**config.mk**
```make
export PLATFORM = sky130hd
export DESIGN_NAME = wb_arbiter_flat
export DESIGN_NICKNAME = d
export VERILOG_FILES = /design/src/rtl/wb_arbiter_if.sv /design/src/rtl/wb_arbiter.sv /design/src/flat_wrapper.sv
export SDC_FILE = /design/constraint.sdc
export NUM_CORES = 1
export LEC_CHECK = 0
export ABC_CLOCK_PERIOD_IN_PS = 2870
export CORE_ASPECT_RATIO = 1.2
export CORE_UTILIZATION = 44
export CTS_CLUSTER_DIAMETER = 200
export CTS_CLUSTER_SIZE = 8
export DETAILED_ROUTE_END_ITERATION = 6
export GPL_TIMING_DRIVEN = 0
export HOLD_SLACK_MARGIN = 0.03
export MAX_ROUTING_LAYER = met4
export PLACE_DENSITY_LB_ADDON = 0.25
export SYNTH_ARGS = -nofsm -noshare
export SYNTH_HDL_FRONTEND = slang
export SYNTH_SLANG_ARGS = --single-unit
```
**constraint.sdc**
```tcl
create_clock -name clk -period 2.87 [get_ports clk]
set_clock_uncertainty 0.1 [all_clocks]
set_input_delay 0.4305 -clock clk [delete_from_list [all_inputs] [get_ports clk]]
set_output_delay 0.4305 -clock clk [all_outputs]
set_load 0.02 [all_outputs]
```
**src/rtl/wb_arbiter_if.sv**
```systemverilog
// Writeback arbiter bus: ALU stream, long-latency valid/ready stream and register-file write port.
// The master modport is the producer/regfile side; the slave modport is the arbiter.
interface wb_arbiter_if #(
    parameter int XLEN           = 32,
    parameter int REG_ADDR_WIDTH = 5
);
    logic                      alu_valid;
    logic [REG_ADDR_WIDTH-1:0] alu_rd;
    logic [XLEN-1:0]           alu_data;
    logic                      ll_valid;
    logic                      ll_ready;
    logic [REG_ADDR_WIDTH-1:0] ll_rd;
    logic [XLEN-1:0]           ll_data;
    logic                      wb_en;
    logic [REG_ADDR_WIDTH-1:0] wb_rd;
    logic [XLEN-1:0]           wb_data;
    logic                      ll_pending;
    logic                      starve_stall;

    modport slave (
        input  alu_valid, alu_rd, alu_data, ll_valid, ll_rd, ll_data,
        output ll_ready, wb_en, wb_rd, wb_data, ll_pending, starve_stall
    );

    modport master (
        output alu_valid, alu_rd, alu_data, ll_valid, ll_rd, ll_data,
        input  ll_ready, wb_en, wb_rd, wb_data, ll_pending, starve_stall
    );
endinterface

```
**src/rtl/wb_arbiter.sv**
```systemverilog
// Serialises ALU and buffered long-latency results onto the single regfile write port (1-cycle write latency).
// ALU always wins; long-latency results wait in a small FIFO and ll_ready drops when it is full.
module wb_arbiter #(
    parameter int XLEN           = 32,
    parameter int REG_ADDR_WIDTH = 5,
    parameter int FIFO_DEPTH     = 2,
    parameter int STARVE_LIMIT   = 4
) (
    input  logic          clk,
    input  logic          reset,
    wb_arbiter_if.slave   bus
);
    localparam int PTR_W = (FIFO_DEPTH > 1) ? $clog2(FIFO_DEPTH) : 1;
    localparam int CNT_W = PTR_W + 1;
    localparam int SW    = $clog2(STARVE_LIMIT + 1);

    logic [REG_ADDR_WIDTH-1:0] rd_mem_q   [FIFO_DEPTH];
    logic [XLEN-1:0]           data_mem_q [FIFO_DEPTH];

    logic [PTR_W-1:0]          head_q, head_d;
    logic [PTR_W-1:0]          tail_q, tail_d;
    logic [CNT_W-1:0]          count_q, count_d;
    logic [SW-1:0]             starve_q, starve_d;
    logic                      wb_en_q, wb_en_d;
    logic [REG_ADDR_WIDTH-1:0] wb_rd_q, wb_rd_d;
    logic [XLEN-1:0]           wb_data_q, wb_data_d;

    logic full, nonempty, push, pop, alu_win;

    assign full     = (count_q == CNT_W'(FIFO_DEPTH));
    assign nonempty = (count_q != '0);
    // No pop-bypass: readiness depends only on the registered count.
    assign bus.ll_ready = !full && !reset;
    assign push     = bus.ll_valid && bus.ll_ready && (bus.ll_rd != '0);
    assign alu_win  = bus.alu_valid && (bus.alu_rd != '0);
    assign pop      = !alu_win && nonempty;

    always_comb begin
        head_d    = head_q;
        tail_d    = tail_q;
        count_d   = count_q;
        starve_d  = starve_q;
        wb_en_d   = 1'b0;
        wb_rd_d   = '0;
        wb_data_d = '0;

        if (alu_win) begin
            wb_en_d   = 1'b1;
            wb_rd_d   = bus.alu_rd;
            wb_data_d = bus.alu_data;
        end else if (pop) begin
            wb_en_d   = 1'b1;
            wb_rd_d   = rd_mem_q[head_q];
            wb_data_d = data_mem_q[head_q];
            head_d    = head_q + PTR_W'(1);
        end

        if (push) begin
            tail_d = tail_q + PTR_W'(1);
        end

        if (push && !pop) begin
            count_d = count_q + CNT_W'(1);
        end else if (pop && !push) begin
            count_d = count_q - CNT_W'(1);
        end

        if (pop || !nonempty) begin
            starve_d = '0;
        end else if (starve_q != SW'(STARVE_LIMIT)) begin
            starve_d = starve_q + SW'(1);
        end
    end

    always_ff @(posedge clk or posedge reset) begin
        if (reset) begin
            head_q    <= '0;
            tail_q    <= '0;
            count_q   <= '0;
            starve_q  <= '0;
            wb_en_q   <= 1'b0;
            wb_rd_q   <= '0;
            wb_data_q <= '0;
        end else begin
            head_q    <= head_d;
            tail_q    <= tail_d;
            count_q   <= count_d;
            starve_q  <= starve_d;
            wb_en_q   <= wb_en_d;
            wb_rd_q   <= wb_rd_d;
            wb_data_q <= wb_data_d;
        end
    end

    // Storage needs no reset: entries are only read while count says they are valid.
    always_ff @(posedge clk) begin
        if (push) begin
            rd_mem_q[tail_q]   <= bus.ll_rd;
            data_mem_q[tail_q] <= bus.ll_data;
        end
    end

    assign bus.wb_en        = wb_en_q;
    assign bus.wb_rd        = wb_rd_q;
    assign bus.wb_data      = wb_data_q;
    assign bus.ll_pending   = nonempty;
    assign bus.starve_stall = (starve_q == SW'(STARVE_LIMIT));
endmodule

```
**src/flat_wrapper.sv**
```systemverilog
// flat-port wrapper written by rule: the top's interface ports become plain ports
module wb_arbiter_flat 
#(
    parameter int XLEN           = 32,
    parameter int REG_ADDR_WIDTH = 5,
    parameter int FIFO_DEPTH     = 2,
    parameter int STARVE_LIMIT   = 4
)
  (clk, reset, bus_alu_valid, bus_alu_rd, bus_alu_data, bus_ll_valid, bus_ll_rd, bus_ll_data, bus_ll_ready, bus_wb_en, bus_wb_rd, bus_wb_data, bus_ll_pending, bus_starve_stall);
  wb_arbiter_if #(.XLEN(XLEN), .REG_ADDR_WIDTH(REG_ADDR_WIDTH)) bus_i ();
  input  logic clk;
  input  logic reset;
  input wire logic [$bits(bus_i.alu_valid)-1:0] bus_alu_valid;
  input wire logic [$bits(bus_i.alu_rd)-1:0] bus_alu_rd;
  input wire logic [$bits(bus_i.alu_data)-1:0] bus_alu_data;
  input wire logic [$bits(bus_i.ll_valid)-1:0] bus_ll_valid;
  input wire logic [$bits(bus_i.ll_rd)-1:0] bus_ll_rd;
  input wire logic [$bits(bus_i.ll_data)-1:0] bus_ll_data;
  output wire logic [$bits(bus_i.ll_ready)-1:0] bus_ll_ready;
  output wire logic [$bits(bus_i.wb_en)-1:0] bus_wb_en;
  output wire logic [$bits(bus_i.wb_rd)-1:0] bus_wb_rd;
  output wire logic [$bits(bus_i.wb_data)-1:0] bus_wb_data;
  output wire logic [$bits(bus_i.ll_pending)-1:0] bus_ll_pending;
  output wire logic [$bits(bus_i.starve_stall)-1:0] bus_starve_stall;
  assign bus_i.alu_valid = bus_alu_valid;
  assign bus_i.alu_rd = bus_alu_rd;
  assign bus_i.alu_data = bus_alu_data;
  assign bus_i.ll_valid = bus_ll_valid;
  assign bus_i.ll_rd = bus_ll_rd;
  assign bus_i.ll_data = bus_ll_data;
  assign bus_ll_ready = bus_i.ll_ready;
  assign bus_wb_en = bus_i.wb_en;
  assign bus_wb_rd = bus_i.wb_rd;
  assign bus_wb_data = bus_i.wb_data;
  assign bus_ll_pending = bus_i.ll_pending;
  assign bus_starve_stall = bus_i.starve_stall;
  wb_arbiter #(.XLEN(XLEN), .REG_ADDR_WIDTH(REG_ADDR_WIDTH), .FIFO_DEPTH(FIFO_DEPTH), .STARVE_LIMIT(STARVE_LIMIT)) u_core (.clk(clk), .reset(reset), .bus(bus_i));
endmodule
```
Yosys cells after proc, flatten, opt, wreduce, memory -nomap -nowiden
Memories as Yosys holds them, arrays and structs flattened.
Index checks and enable logic that the tools add are counted.
{"block": "totals", "output_inout_bits": 41, "register_bits": 45, "elab_cells": 50, "ram_bits": 74, "in_bits": 78, "memories": 2}
{"block": "classes", "reduce_logical": 20, "add_sub_neg": 5, "bitwise_logic": 1, "eq_ne": 3, "mux": 12}
{"name": "u_core.data_mem_q", "depth": 2, "width": 32, "read_ports": 1, "rd_ports_with_merged_regs": 0, "write_ports": 1, "line": "wb_arbiter.sv:18", "text": "logic [XLEN-1:0] data_mem_q [FIFO_DEPTH];"}
{"name": "u_core.rd_mem_q", "depth": 2, "width": 5, "read_ports": 1, "rd_ports_with_merged_regs": 0, "write_ports": 1, "line": "wb_arbiter.sv:17", "text": "logic [REG_ADDR_WIDTH-1:0] rd_mem_q [FIFO_DEPTH];"}
{"operator": "$mux 32", "n": 2}
{"operator": "$mux 5", "n": 2}
{"operator": "$reduce_bool 5->1", "n": 2}
{"operator": "$logic_and 1x1->1", "n": 7}
{"operator": "$logic_not 1->1", "n": 6}
{"operator": "$mux 3", "n": 2}
{"operator": "$reduce_bool 2->1", "n": 3}
{"operator": "$mux 1", "n": 4}
{"operator": "$mux 2", "n": 2}
{"operator": "$add 3x1->3 const B", "n": 1}
{"operator": "$eq 3x3->1 const B", "n": 1}
{"operator": "$ne 3x3->1 const B", "n": 1}
{"operator": "$add 1x1->1 const B", "n": 2}
{"operator": "$add 2x1->2 const B", "n": 1}
{"operator": "$eq 2x2->1 const B", "n": 1}
{"operator": "$reduce_and 2->1", "n": 1}
{"operator": "$sub 2x1->2 const B", "n": 1}
{"operator": "$logic_or 1x1->1", "n": 1}
{"operator": "$not 1->1", "n": 1}

Logic depth before layout (Yosys ltp)
{"block": "logic_depth", "depth_word": 9, "mapped_depth": 7, "mapped_depth_nobuf": 7}

Worst setup path after synthesis
No wires, ideal clock.
{"block": "synth_path", "path_kind": "flip-flop to flip-flop", "startpoint": "reg u_core.count_q[0]", "endpoint": "mem u_core.data_mem_q[0][0], enable pin", "t_required_ns": 2.334, "setup_ns": 0.436, "stages_incl_launch_ff": 5, "synth_period_minus_slack_ns": 3.352, "n_path_buf": 0, "setup_slack_ns": -0.482, "t_arrival_ns": 2.816, "path_cell_list": "dfrtp_1 -> inv_1 -> a21oi_1 -> o211a_1 -> nor2b_1"}
{"block": "synth_between", "elab_chain_cells": 7}
{"item": "from (decl)", "line": "wb_arbiter.sv:22", "text": "logic [CNT_W-1:0] count_q, count_d;"}
{"item": "from (signal assigned)", "line": "wb_arbiter.sv:87", "text": "count_q <= count_d;"}
{"item": "$eq 2x2->1", "line": "wb_arbiter.sv:30", "text": "assign full = (count_q == CNT_W'(FIFO_DEPTH));"}
{"item": "$logic_not 1->1", "line": "wb_arbiter.sv:33", "text": "assign bus.ll_ready = !full && !reset;"}
{"item": "$logic_and 1x1->1", "line": "wb_arbiter.sv:33"}
{"item": "net bus_ll_ready", "line": "flat_wrapper.sv:19", "text": "output wire logic [$bits(bus_i.ll_ready)-1:0] bus_ll_ready;"}
{"item": "$logic_and 1x1->1 (2 in a row)", "line": "wb_arbiter.sv:34", "text": "assign push = bus.ll_valid && bus.ll_ready && (bus.ll_rd != '0);"}
{"item": "$mux 1", "line": "wb_arbiter.sv:97", "text": "if (push) begin"}
{"item": "$mux 1 (implied by the code)", "line": "wb_arbiter.sv:99", "text": "data_mem_q[tail_q] <= bus.ll_data;"}
{"item": "to (decl)", "line": "wb_arbiter.sv:18"}
The timed path passes the listed nets, and every way through them passes these cells.

Worst setup path after layout
{"block": "layout_path", "startpoint": "reg u_core.starve_q[0]", "endpoint": "out bus_starve_stall"}
{"block": "layout_between", "elab_chain_cells": 1}
{"item": "from (decl)", "line": "wb_arbiter.sv:23", "text": "logic [SW-1:0] starve_q, starve_d;"}
{"item": "from (signal assigned)", "line": "wb_arbiter.sv:88", "text": "starve_q <= starve_d;"}
{"item": "$eq 3x3->1", "line": "wb_arbiter.sv:107", "text": "assign bus.starve_stall = (starve_q == SW'(STARVE_LIMIT));"}
{"item": "to (decl)", "line": "flat_wrapper.sv:24", "text": "output wire logic [$bits(bus_i.starve_stall)-1:0] bus_starve_stall;"}
No other way between the ends.

==> run summary <==
highest clock rate = 0.423 GHz
Post-DP Area = 6200 um2
Seq/Total Area, Yosys = 70.1%
# Post-CTS Setup Buffers = 0
Async S/R FF share, synth = 37.8%
outcome = complete, no violations
Cells after DPL = 529
combinational share of power = 27.0%
actual slew at the worst max-slew pin = 0.792 ns
# Max-Cap Violations = 0
Die ar. = 11,300 um2
fin nets = 500
Clk pin slew, worst setup/hold paths = 0.05 ns
Routed WL = 9430 um
syn avg cell area = 17.1 um2
fin cells = 561
Final setup viols = 0
Worst Path Max Fanout = 3
Synth Flop Type = edfxtp_1
H-tree levels = 4
RePlAce Congestion = 0.733
port bufs = 118
switching power = 1.72 mW
total gr overflow = 0
Clk pwr share = 36.3%
CTS Hold Bufs = 0
post-route cell area = 6830 um2
CTS sink count = 119
core region area = 10,500 um2
Mapped Cells = 279
nature of the critical path startpoint = register
RSZ-0062 raised after global routing = no
R2R depth = 5
Die W = 97.1 um
Global Route Usage Sum = 18.5%
Hold Path Class = in2async
Power, Total = 6.16 mW
Tmin final = 2.36 ns
largest net degree at the start of global routing = 37
DRC = 0
Slew Limit Fails = 0
Worst Setup End Kind = output pin
# rows = 41
Leakage = 2.68 nW
Synth Net Count = 360
WP data arrival = 1.83 ns
number of synthesized register bits = 119
DRT antenna net count = 0
vias in the first global route = 2,948
DPL Wire Length = 6430 um
first drt pass iteration count = 4
pwr dens = 902 nW/um2
Internal = 4.44 mW
clock buffer count from CTS = 17
Final Hold Viols = 0
FF-to-FF setup slack = 0.61 ns
Peak VDD IR = 0.448 mV
Sequential Power Share = 36.7%
YS warnings = 0
Synth Cell Area = 4770 um2
critical setup path kind = reg2out
share of cells above drive strength 1 = 26.9%
Synth cell types = 29
worst r2r src = u_core.count_q[0]$_DFFE_PP0P_
Die Y = 116 um
later-pin clock latency in the skew report = 0.41 ns
Net Sw Frac = 27.9%
Ports = 119
Rel. slew slack = 47.2%
Post-synth EDFFs = 74
Root Driver = clkbuf_16
Antenna Cells = 0
TritonCTS clock tree = yes
Worst EP required = 2.34 ns
CTS resizes = 0
first-pass GRT wire length = 14,900 um
Starting Density = 45.4%
initial antenna violation count = 0
worst r2r dst = u_core.data_mem_q[0][18]$_DFFE_PP_
vias per std cell = 4.89
fin crit share = 82.3%
Area Growth Syn to Fin = 43.1%
post-layout util = 65.0%
Clock Tree Buf Depth = 2
wire length per cell = 16.8 um
DR vias = 2,745
DRC marker count from the first detailed-route iteration = 112
-- through the flow --
stage | TNS [ns] | setup WS (ns) | hold slack (ns)
floorplan | 0 | 0.214 | 0.364
global placement | -38.32 | -0.600 | 0.385
detailed placement | 0 | 0.125 | 0.397
CTS | 0 | 0.484 | 0.221
global route | 0 | 0.409 | 0.235
finish | 0 | 0.507 | 0.214
-- metal layers --
layer,vias up,track usage [%],part of all wire [%]
met2,75,32.1,55
met3,9,5.86,4.8
met5,-,-,0
met1,1342,20.0,39
met4,0,7.16,1.2
li1,1319,-,-
-- power by group through the flow --
stage	combinational, mW	clock (mW)	sequential (mW)
floorplan	0.825	0	2.46
global placement	1.61	0	2.29
detailed placement	1.69	0	2.29
CTS	1.70	2.27	2.27
global route	1.79	2.35	2.29
finish	1.66	2.23	2.26
-- worst max path at each step --
stage | to | startpoint | cells after the start | slack (ns)
final | bus_starve_stall | u_core.starve_q[0]$_DFFE_PP0P_ | 5 | 0.51
after floorplan | u_core.data_mem_q[0][0]$_DFFE_PP_ | u_core.count_q[0]$_DFFE_PP0P_ | 4 | 0.21
after CTS | bus_starve_stall | u_core.starve_q[0]$_DFFE_PP0P_ | 5 | 0.48
after detailed placement | u_core.data_mem_q[1][20]$_DFFE_PP_ | bus_ll_rd[0] | 5 | 0.13
after global placement | u_core.data_mem_q[0][20]$_DFFE_PP_ | reset | 4 | -0.60
after global routing | bus_starve_stall | u_core.starve_q[0]$_DFFE_PP0P_ | 5 | 0.41
-- cells by family after synthesis --
kind of cell / Yosys count / synth area share, %
and+or+nand+nor: 50 / 6.32
AOI/OAI and AO/OA: 42 / 10.3
muxes: 38 / 7.97
xor gates and xnor gates: 6 / 1.10
DFF: 119 / 70.1
buffers and inverters: 21 / 3.41
adders and majority gates: 3 / 0.786
-- final cells by class --
| cell class | instances | area (um2) |
|---|---|---|
| clock inverter | 9 | 145 |
| multi-input combinational | 139 | 1270 |
| tap | 129 | 161 |
| fill | 731 | 3680 |
| buffer | 15 | 140 |
| sequential | 119 | 3350 |
| clock buffer | 23 | 488 |
| inverter | 6 | 22.5 |
| timing repair buffer | 121 | 1260 |
-- cell usage in the layout, fill, tap and decap left out, types with 3 or more instances in the layout --
cell type          n
clkbuf_16         17
nand2_1           10
nor3_1             3
clkbuf_8           4
edfxtp_1          74
dfrtp_1           45
inv_1              5
nand2_4            3
clkbuf_1           5
bufinv_16          4
clkdlybuf4s50_1  118
buf_2              5
ha_1               3
o31ai_2           35
clkinv_2           5
xnor2_1            3
buf_6              3
nand2_2           27
xor2_1             3
buf_12             3
mux2i_1           38
-- flip-flops by register name, summed over array words and instances, names as in the netlist --
signal,count
u_core.data_mem_q,64
u_core.bus.wb_data,32
u_core.rd_mem_q,10
u_core.bus.wb_rd,5
u_core.starve_q,3
u_core.count_q,2
u_core.bus.wb_en,1
u_core.head_q,1
u_core.tail_q,1
-- Yosys cell counts, drive strengths merged (2+ instances only) --
cell	count	share of area [%]
edfxtp	74	47
nand2	40	5.0
mux2i	38	8.0
nor2	2	0.16
or4	2	0.39
inv	6	0.47
xor2	3	0.55
o31ai	35	9.2
buf	12	2.7
o21ai	4	0.50
nor3	3	0.31
xnor2	3	0.55
clkbuf	3	0.24
dfrtp	45	24
ha	3	0.79
-- worst max-delay path, cell delays in order, from the launching register on --
cell,delay (ns)
dfrtp_1,0.40
inv_1,0.07
ha_1,0.15
nand2_1,0.11
inv_1,0.09
clkdlybuf4s50_1,0.60
Power figures use the tool's default switching activity.
